File: config.mk
export PLATFORM = sky130hd
export DESIGN_NAME = ans_iq_scaler
export DESIGN_NICKNAME = d
export VERILOG_FILES = /design/src/rtl/ans_iq_pkg.sv /design/src/rtl/ans_sat_shift.sv /design/src/rtl/ans_iq_scaler.sv
export SDC_FILE = /design/constraint.sdc
export NUM_CORES = 1
export LEC_CHECK = 0
export ABC_AREA = 1
export BUFFER_PORTS_ARGS = -buffer_cell sky130_fd_sc_hd__buf_2
export CAP_MARGIN = 20
export CORE_MARGIN = 1.5
export CORE_UTILIZATION = 57
export DETAILED_ROUTE_END_ITERATION = 16
export PLACE_DENSITY_LB_ADDON = 0.15
export SLEW_MARGIN = 20
export SYNTH_ARGS = -nofsm -noshare
export SYNTH_HDL_FRONTEND = slang
export SYNTH_SLANG_ARGS = --single-unit
File: constraint.sdc
create_clock -name clk -period 5.9 [get_ports clk]
set_clock_uncertainty 0.2 [all_clocks]
set_input_delay 0.295 -clock clk [delete_from_list [all_inputs] [get_ports clk]]
set_output_delay 0.295 -clock clk [all_outputs]
set_load 0.05 [all_outputs]
File: src/rtl/ans_iq_pkg.sv
// Shared defaults, saturation limits and the IQ sample type for the IQ scaler.
// The optional rounding build is selected with ANS_IQ_SCALER_ROUND_EN.
package ans_iq_pkg;

    localparam int DATA_W_DEF  = 16;
    localparam int SHIFT_W_DEF = 3;
    localparam int CNT_W_DEF   = 16;

    localparam logic signed [DATA_W_DEF-1:0] SAT_MAX = {1'b0, {(DATA_W_DEF-1){1'b1}}};
    localparam logic signed [DATA_W_DEF-1:0] SAT_MIN = {1'b1, {(DATA_W_DEF-1){1'b0}}};

    // Raw two's-complement I/Q pair at the default width.
    typedef struct packed {
        logic [DATA_W_DEF-1:0] i;
        logic [DATA_W_DEF-1:0] q;
    } iq_sample_t;

endpackage

File: src/rtl/ans_sat_shift.sv
// Single-lane combinational shift with clamp and saturation flag.
// ANS_IQ_SCALER_ROUND_EN selects round-half-up for right shifts; otherwise they truncate.
module ans_sat_shift
    import ans_iq_pkg::*;
#(
    parameter int DATA_W  = DATA_W_DEF,
    parameter int SHIFT_W = SHIFT_W_DEF
) (
    input  logic signed [DATA_W-1:0]  i_x,
    input  logic signed [SHIFT_W-1:0] i_shift,
    output logic signed [DATA_W-1:0]  o_y,
    output logic                      o_sat
);

    localparam logic signed [DATA_W-1:0] LIM_MAX = {1'b0, {(DATA_W-1){1'b1}}};
    localparam logic signed [DATA_W-1:0] LIM_MIN = {1'b1, {(DATA_W-1){1'b0}}};

    logic                       w_neg;
    logic signed [SHIFT_W:0]    w_code;
    logic        [SHIFT_W:0]    w_mag;
    logic                       w_big;
    logic signed [2*DATA_W-1:0] w_wide;
    logic        [DATA_W:0]     w_hi;
    logic                       w_lovf;

    assign w_neg  = i_shift[SHIFT_W-1];
    assign w_code = {i_shift[SHIFT_W-1], i_shift};
    assign w_mag  = w_neg ? (~w_code + 1'b1) : w_code;
    assign w_big  = 32'(w_mag) >= DATA_W;

    // Left shift overflows unless every bit above the new sign bit matches it.
    assign w_wide = {{DATA_W{i_x[DATA_W-1]}}, i_x} << w_mag;
    assign w_hi   = w_wide[2*DATA_W-1:DATA_W-1];
    assign w_lovf = !((&w_hi) || !(|w_hi));

`ifdef ANS_IQ_SCALER_ROUND_EN
    logic        [DATA_W:0] w_half;
    logic signed [DATA_W:0] w_rsum;

    // One extra bit keeps x + 2^(k-1) from wrapping near the positive limit.
    assign w_half = {{DATA_W{1'b0}}, 1'b1} << (w_mag - 1'b1);
    assign w_rsum = $signed({i_x[DATA_W-1], i_x}) + $signed(w_half);
`endif

    always_comb begin
        o_y   = i_x;
        o_sat = 1'b0;
        if (w_neg) begin
`ifdef ANS_IQ_SCALER_ROUND_EN
            if (w_big) begin
                o_y = '0;
            end else begin
                o_y = DATA_W'(w_rsum >>> w_mag);
            end
`else
            if (w_big) begin
                o_y = {DATA_W{i_x[DATA_W-1]}};
            end else begin
                o_y = i_x >>> w_mag;
            end
`endif
        end else if (w_mag != '0) begin
            if (i_x == '0) begin
                o_y = '0;
            end else if (w_big || w_lovf) begin
                o_sat = 1'b1;
                o_y   = i_x[DATA_W-1] ? LIM_MIN : LIM_MAX;
            end else begin
                o_y = w_wide[DATA_W-1:0];
            end
        end
    end

endmodule

File: src/rtl/ans_iq_scaler.sv
// Two-stage I/Q power-of-two scaler with valid/ready handshake and saturation counter.
// Build with ANS_IQ_SCALER_ROUND_EN for rounded right shifts (handled in ans_sat_shift).
module ans_iq_scaler
    import ans_iq_pkg::*;
#(
    parameter int DATA_W  = DATA_W_DEF,
    parameter int SHIFT_W = SHIFT_W_DEF,
    parameter int CNT_W   = CNT_W_DEF
) (
    input  logic                      clk,
    input  logic                      rstn,
    input  logic signed [DATA_W-1:0]  in_i,
    input  logic signed [DATA_W-1:0]  in_q,
    input  logic signed [SHIFT_W-1:0] in_shift,
    input  logic                      in_valid,
    output logic                      in_ready,
    output logic signed [DATA_W-1:0]  out_i,
    output logic signed [DATA_W-1:0]  out_q,
    output logic                      out_valid,
    input  logic                      out_ready,
    input  logic                      sat_clr,
    output logic [CNT_W-1:0]          sat_cnt
);

    logic                      r_s1_valid;
    logic signed [DATA_W-1:0]  r_s1_i;
    logic signed [DATA_W-1:0]  r_s1_q;
    logic signed [SHIFT_W-1:0] r_s1_shift;

    logic                      r_out_valid;
    logic signed [DATA_W-1:0]  r_out_i;
    logic signed [DATA_W-1:0]  r_out_q;
    logic                      r_out_sat;
    logic [CNT_W-1:0]          r_sat_cnt;

    logic                      w_adv;
    logic                      w_out_xfer;
    logic signed [DATA_W-1:0]  w_i;
    logic signed [DATA_W-1:0]  w_q;
    logic                      w_sat_i;
    logic                      w_sat_q;

    // The whole pipe moves together; only a blocked output freezes it.
    assign w_adv      = !(r_out_valid && !out_ready);
    assign w_out_xfer = r_out_valid && out_ready;

    assign in_ready  = w_adv;
    assign out_i     = r_out_i;
    assign out_q     = r_out_q;
    assign out_valid = r_out_valid;
    assign sat_cnt   = r_sat_cnt;

    ans_sat_shift #(
        .DATA_W  (DATA_W),
        .SHIFT_W (SHIFT_W)
    ) u_lane_i (
        .i_x     (r_s1_i),
        .i_shift (r_s1_shift),
        .o_y     (w_i),
        .o_sat   (w_sat_i)
    );

    ans_sat_shift #(
        .DATA_W  (DATA_W),
        .SHIFT_W (SHIFT_W)
    ) u_lane_q (
        .i_x     (r_s1_q),
        .i_shift (r_s1_shift),
        .o_y     (w_q),
        .o_sat   (w_sat_q)
    );

    always_ff @(posedge clk or negedge rstn) begin
        if (!rstn) begin
            r_s1_valid <= 1'b0;
            r_s1_i     <= '0;
            r_s1_q     <= '0;
            r_s1_shift <= '0;
        end else if (w_adv) begin
            r_s1_valid <= in_valid;
            if (in_valid) begin
                r_s1_i     <= in_i;
                r_s1_q     <= in_q;
                r_s1_shift <= in_shift;
            end
        end
    end

    always_ff @(posedge clk or negedge rstn) begin
        if (!rstn) begin
            r_out_valid <= 1'b0;
            r_out_i     <= '0;
            r_out_q     <= '0;
            r_out_sat   <= 1'b0;
        end else if (w_adv) begin
            r_out_valid <= r_s1_valid;
            if (r_s1_valid) begin
                r_out_i   <= w_i;
                r_out_q   <= w_q;
                r_out_sat <= w_sat_i || w_sat_q;
            end
        end
    end

    // Clear wins over a coincident saturation event; the count sticks at all-ones.
    always_ff @(posedge clk or negedge rstn) begin
        if (!rstn) begin
            r_sat_cnt <= '0;
        end else if (sat_clr) begin
            r_sat_cnt <= '0;
        end else if (w_out_xfer && r_out_sat && (r_sat_cnt != '1)) begin
            r_sat_cnt <= r_sat_cnt + 1'b1;
        end
    end

endmodule

## Word level (Yosys, flattened, before mapping)

Index checks and enable logic that the tools add are counted.

- Register bits: 86
- Output and inout port bits: 50

- Shift operators: 4
- Equal/unequal tests: 1
- Bitwise operators: 2
- Reductions and logical operators: 21
- Multiplexer cells: 21
- Add/subtract/negate cells: 2

Operators by type and width:

| cell | count |
|---|---|
| two-way mux 16 bit | 12 |
| left shift 32 x 4 -> 32 bit | 2 |
| AND reduction 17 bit | 2 |
| OR reduction 17 bit | 2 |
| zero test 16 bit | 2 |
| >>> shifter 16 x 4 -> 16 bit | 2 |
| adder 16 x 1 -> 16 bit, second input constant | 1 |
| inequality test 16 bit, second input constant | 1 |
| two-way mux 1 bit | 8 |
| adder 4 x 1 -> 4 bit, second input constant | 1 |
| logical AND 1 bit | 4 |
| zero test 1 bit | 4 |
| two-way mux 4 bit | 1 |
| inverter 4 bit | 1 |
| AND reduction 2 bit | 2 |
| nonzero test 4 bit | 1 |
| logical OR 1 bit | 3 |
| nonzero test 2 bit | 1 |
| inverter 1 bit | 1 |

## Depth between registers and ports, before layout

- Depth after elaboration: 12
- Gate-level depth with buffers: 22
- Gate-level depth less buffers: 19

## Modules after synthesis

From an unflattened synthesis, not the netlist that was laid out.

- Cells, all modules: 1016
- Area, all modules: 6535.0 µm²

Modules (own cells, without submodules):

| module | cells each | sequential area each (µm²) | area an instance (µm²) | instances |
|---|---|---|---|---|
| ans_iq_scaler | 390 | 2152.1 | 3667.3 | 1 |
| ans_sat_shift | 313 | 0.0 | 1433.9 | 2 |

## Worst setup path after synthesis

No wires, ideal clock.

- Kind: register to register
- Start point: reg r_s1_shift[0]
- End point: reg r_out_i[4], in the netlist out_i[4]
- Library setup time: 0.129 ns
- Data required time: 5.571 ns
- Arrival time: 2.222 ns
- Setup slack: 3.350 ns
- Stages on the path, launching flop included: 19
- Cells stage by stage: dfrtp_1 -> inv_2 -> buf_4 -> buf_2 -> ha_1 -> nand2_1 -> nand2_4 -> buf_12 -> nand2_2 -> nand3_1 -> nand2_1 -> nand2_1 -> nor2_1 -> nand2_1 -> nand2_1 -> buf_4 -> nand3_1 -> nand3_1 -> a21oi_1

- Cells in the longest elaborated chain, start to end: 11

RTL lines:

| what | line | text |
|---|---|---|
| from (decl) | ans_iq_scaler.sv:28 | `logic signed [SHIFT_W-1:0] r_s1_shift;` |
| from (signal assigned) | ans_iq_scaler.sv:84 | `r_s1_shift <= in_shift;` |
| inverter 4 bit | ans_sat_shift.sv:28 | `assign w_mag = w_neg ? (~w_code + 1'b1) : w_code;` |
| adder 4 x 1 -> 4 bit | ans_sat_shift.sv:28 |  |
| two-way mux 4 bit (*) | ans_sat_shift.sv:28 |  |
| left shift 32 x 4 -> 32 bit | ans_sat_shift.sv:32 | `assign w_wide = {{DATA_W{i_x[DATA_W-1]}}, i_x} << w_mag;` |
| OR reduction 17 bit | ans_sat_shift.sv:34 | `assign w_lovf = !((&w_hi) \|\| !(\|w_hi));` |
| zero test 1 bit | ans_sat_shift.sv:34 |  |
| logical OR 1 bit | ans_sat_shift.sv:34 |  |
| two-way mux 16 bit | ans_sat_shift.sv:65 | `end else if (w_big \|\| w_lovf) begin` |
| two-way mux 16 bit | ans_sat_shift.sv:63 | `if (i_x == '0) begin` |
| two-way mux 16 bit | ans_sat_shift.sv:62 | `end else if (w_mag != '0) begin` |
| two-way mux 16 bit (*) | ans_sat_shift.sv:48 | `if (w_neg) begin` |
| to (signal assigned) | ans_iq_scaler.sv:98 | `r_out_i <= w_i;` |
| to (decl) | ans_iq_scaler.sv:31 | `logic signed [DATA_W-1:0] r_out_i;` |

Mark *: on every way between the ends. The rest lies on a longest branch, timed or not.
A chain may end at the register's enable or synchronous reset.

## Worst setup path after layout

- Start point: reg r_s1_shift[0]
- End point: reg r_out_i[14], in the netlist out_i[14]

Same word-level chain as after synthesis.

==> flow_summary.toml <==
[grt]
gr-total-overflow = 0
grt_max_degree = 87
grt_pass1_vias = 5806
grt_usage_pct = 31.0
antenna_found_initial = 0
grt_pass1_wl_um = 28100

[status]
outcome = "complete, no violations"

[place]
dp_cells = 1144
gp_congestion = 0.970
place_hpwl_um = 12100
port_buffers = 89

[synth]
synth_common_cells = "nand2_1 (346), nor2_1 (98), dfrtp_1 (86), o21ai_0 (83), inv_1 (75)"
synthArstFlopShare_pct = 100
post-synth-top-area-cell = "dfrtp_1"
synth_edf_count = 0
synthesis.nets = 1011
syn_inst = 969
synth.avg_cell_area_sq_um = 6.36
ys_seq_area_share_pct = 34.9
synth_seq_cells = 86
synthesis.area_sq_um = 6160
yosysTopAreaCellShare_pct = 34.9
synth-main-ff-cell = "dfrtp_1"
synth_area_leaders = "dfrtp_1 (35%), nand2_1 (21%), o21ai_0 (6.7%)"
yosys_warnings = 0
yosysMostFrequentCell = "nand2_1"
ys_types = 36

[die]
die_w_um = 107
placementRows = 37
die_height_um = 107
die_area_sq_um = 11400
start_util_pct = 59.2
core-area_sq_um = 10400
ios = 90

[clock_network]
cts_tree = "yes"
clock_path_buffers = 2
htreeDepth = 3
numCtsBuffers = 9
path_clk_slew_ns = 0.08
post_cts_resized = 0
root_buffer = "clkbuf_8"
cts_num_sinks = 86
clk_latency_ns = 0.37

[drt]
vias = 6639
wl_per_cell_um = 14.3
wl_um = 17100
antenna_left = 0
drc = 0
routed_via_density = 5.55
drt_iter0_markers = 915
firstDrtPassIters = 6

[power]
pwr_density_cell_nw_per_um2 = 395
switchingPower_w = 0.00145
p_seq_share_pct = 29.9
p_clk_share_pct = 15.3
p_leak_nw = 3.65
internal_power_w = 0.00135
p_comb_share_pct = 54.8
ir_drop_mv = 0.194
power_switching_share_pct = 51.7

[setup_path]
end_kind = "register"
worstPathArrival_ns = 3.69
setup.worst_path.start_class = "register"
path_class = "register to register"
cp.required_ns = 6.01
crit_fanout = 59

[sta]
fin_tns_setup_ns = 0
hold_violations = 0
period_needed_ns = 3.58
fmax_mhz = 279
period_share_pct = 60.6
tightest_slew_ns = 0.984
rsz0062_at_grt = "no"
maxSlewViolCount = 0
holdWs_ns = 0.101
finalSetupViolCount = 0
slew_headroom_pct = 34.3

[finish]
diodes = 0
area_delta_synth_final_pct = 15.2
drive_gt1_share_pct = 12.4
nets = 1098
fin_cells = 1197
fillers = 986

[min_path]
hold_path_class = "input pin to register"

[flow_run]
maxCapViolations = 0
-- cell families after synthesis --
family	share of synthesized area, %
and+or+nand+nor	35.2
AOI/OAI and AO/OA	17.9
buffers and inverters	9.75
DFF	34.9
muxes	1.42
xor gates and xnor gates	0.426
adders and majority gates	0.406
-- final timing paths --
kind	start	to	slack, ns	cells past startpoint
worst min-delay path	out_ready	out_valid	0.10	4
max in group asynchronous	rstn	r_s1_q[15]	4.65	2
worst max register to register	r_s1_shift[0]	out_i[14]	2.32	17
worst max-delay path	r_s1_shift[0]	out_i[14]	2.32	17
worst min register to register	out_i[15]	out_i[15]	0.28	2
min in group asynchronous	rstn	out_q[11]	0.34	2
-- per-layer routing --
layer | routed length (um) | track usage [%]
met1 | 7950 | 46.7
met2 | 7110 | 44.7
met3 | 1730 | 5.71
met4 | 284 | 9.81
met5 | 0 | 0
-- registers in the layout, summed over array words and instances, names as in the netlist --
| register | flops |
|---|---|
| out_valid | 1 |
| sat_cnt | 16 |
| r_s1_i | 16 |
| r_s1_shift | 3 |
| r_s1_valid | 1 |
| out_q | 16 |
| r_s1_q | 16 |
| r_out_sat | 1 |
| out_i | 16 |
-- worst max-delay path, stage by stage, from the launching register on --
cell and delay [ns]:
dfrtp_1 0.39, inv_2 0.31, ha_1 0.32, inv_1 0.06
nand2_1 0.05, nand2_2 0.71, nand2_1 0.17, nand2_1 0.16
nand2_1 0.07, nand2_1 0.08, nand2_1 0.05, nor2_1 0.09
nand2_1 0.07, nand2_2 0.27, nand2_1 0.18, o21bai_1 0.17
nand2_1 0.09, nand2_1 0.06
-- repair_timing --
item	CTS	global route
setup buffers	0	0
endpoints found under the hold margin	124	0
hold buffers	37	0
-- stage by stage --
stage	total power [W]	cell area, sq um	setup slack, ns	util [%]
after global routing	0.00300	7100	1.92	68.2
after floorplan	0.00201	6160	3.35	-
after global placement	0.00232	6530	2.45	62.7
after detailed placement	0.00233	6530	2.38	62.7
final	0.00280	7100	2.32	68.2
after CTS	0.00278	7100	2.38	68.1
-- area by class of cell --
type	instances	area [sq um]	share of cell area, %
clock buffers	13	159	2.24
clock inverters	3	42.5	0.599
inverters	77	289	4.07
multi-input cells	749	3410	48.1
flip-flops and latches	86	2150	30.3
well taps	136	170	2.40
repair buffers	133	875	12.3
-- layout by cell type, fill, tap and decap left out, drive strengths merged, types with 37 or more instances in the layout --
cell type	instances
nand2	357
nor2	98
inv	77
o21ai	84
buf	96
dfrtp	86
dlygate4sd3	37
a21oi	74
nand3	65
-- power groups by stage --
stage | logic [W] | registers, W | clock network [W]
2_1_floorplan | 0.000835 | 0.00117 | 0
5_1_grt | 0.00169 | 0.000854 | 0.000461
3_3_place_gp | 0.00148 | 0.000842 | 0
4_1_cts | 0.00151 | 0.000836 | 0.000434
6_report | 0.00154 | 0.000838 | 0.000428
3_5_place_dp | 0.00149 | 0.000847 | 0
Power figures use the tool's default switching activity.
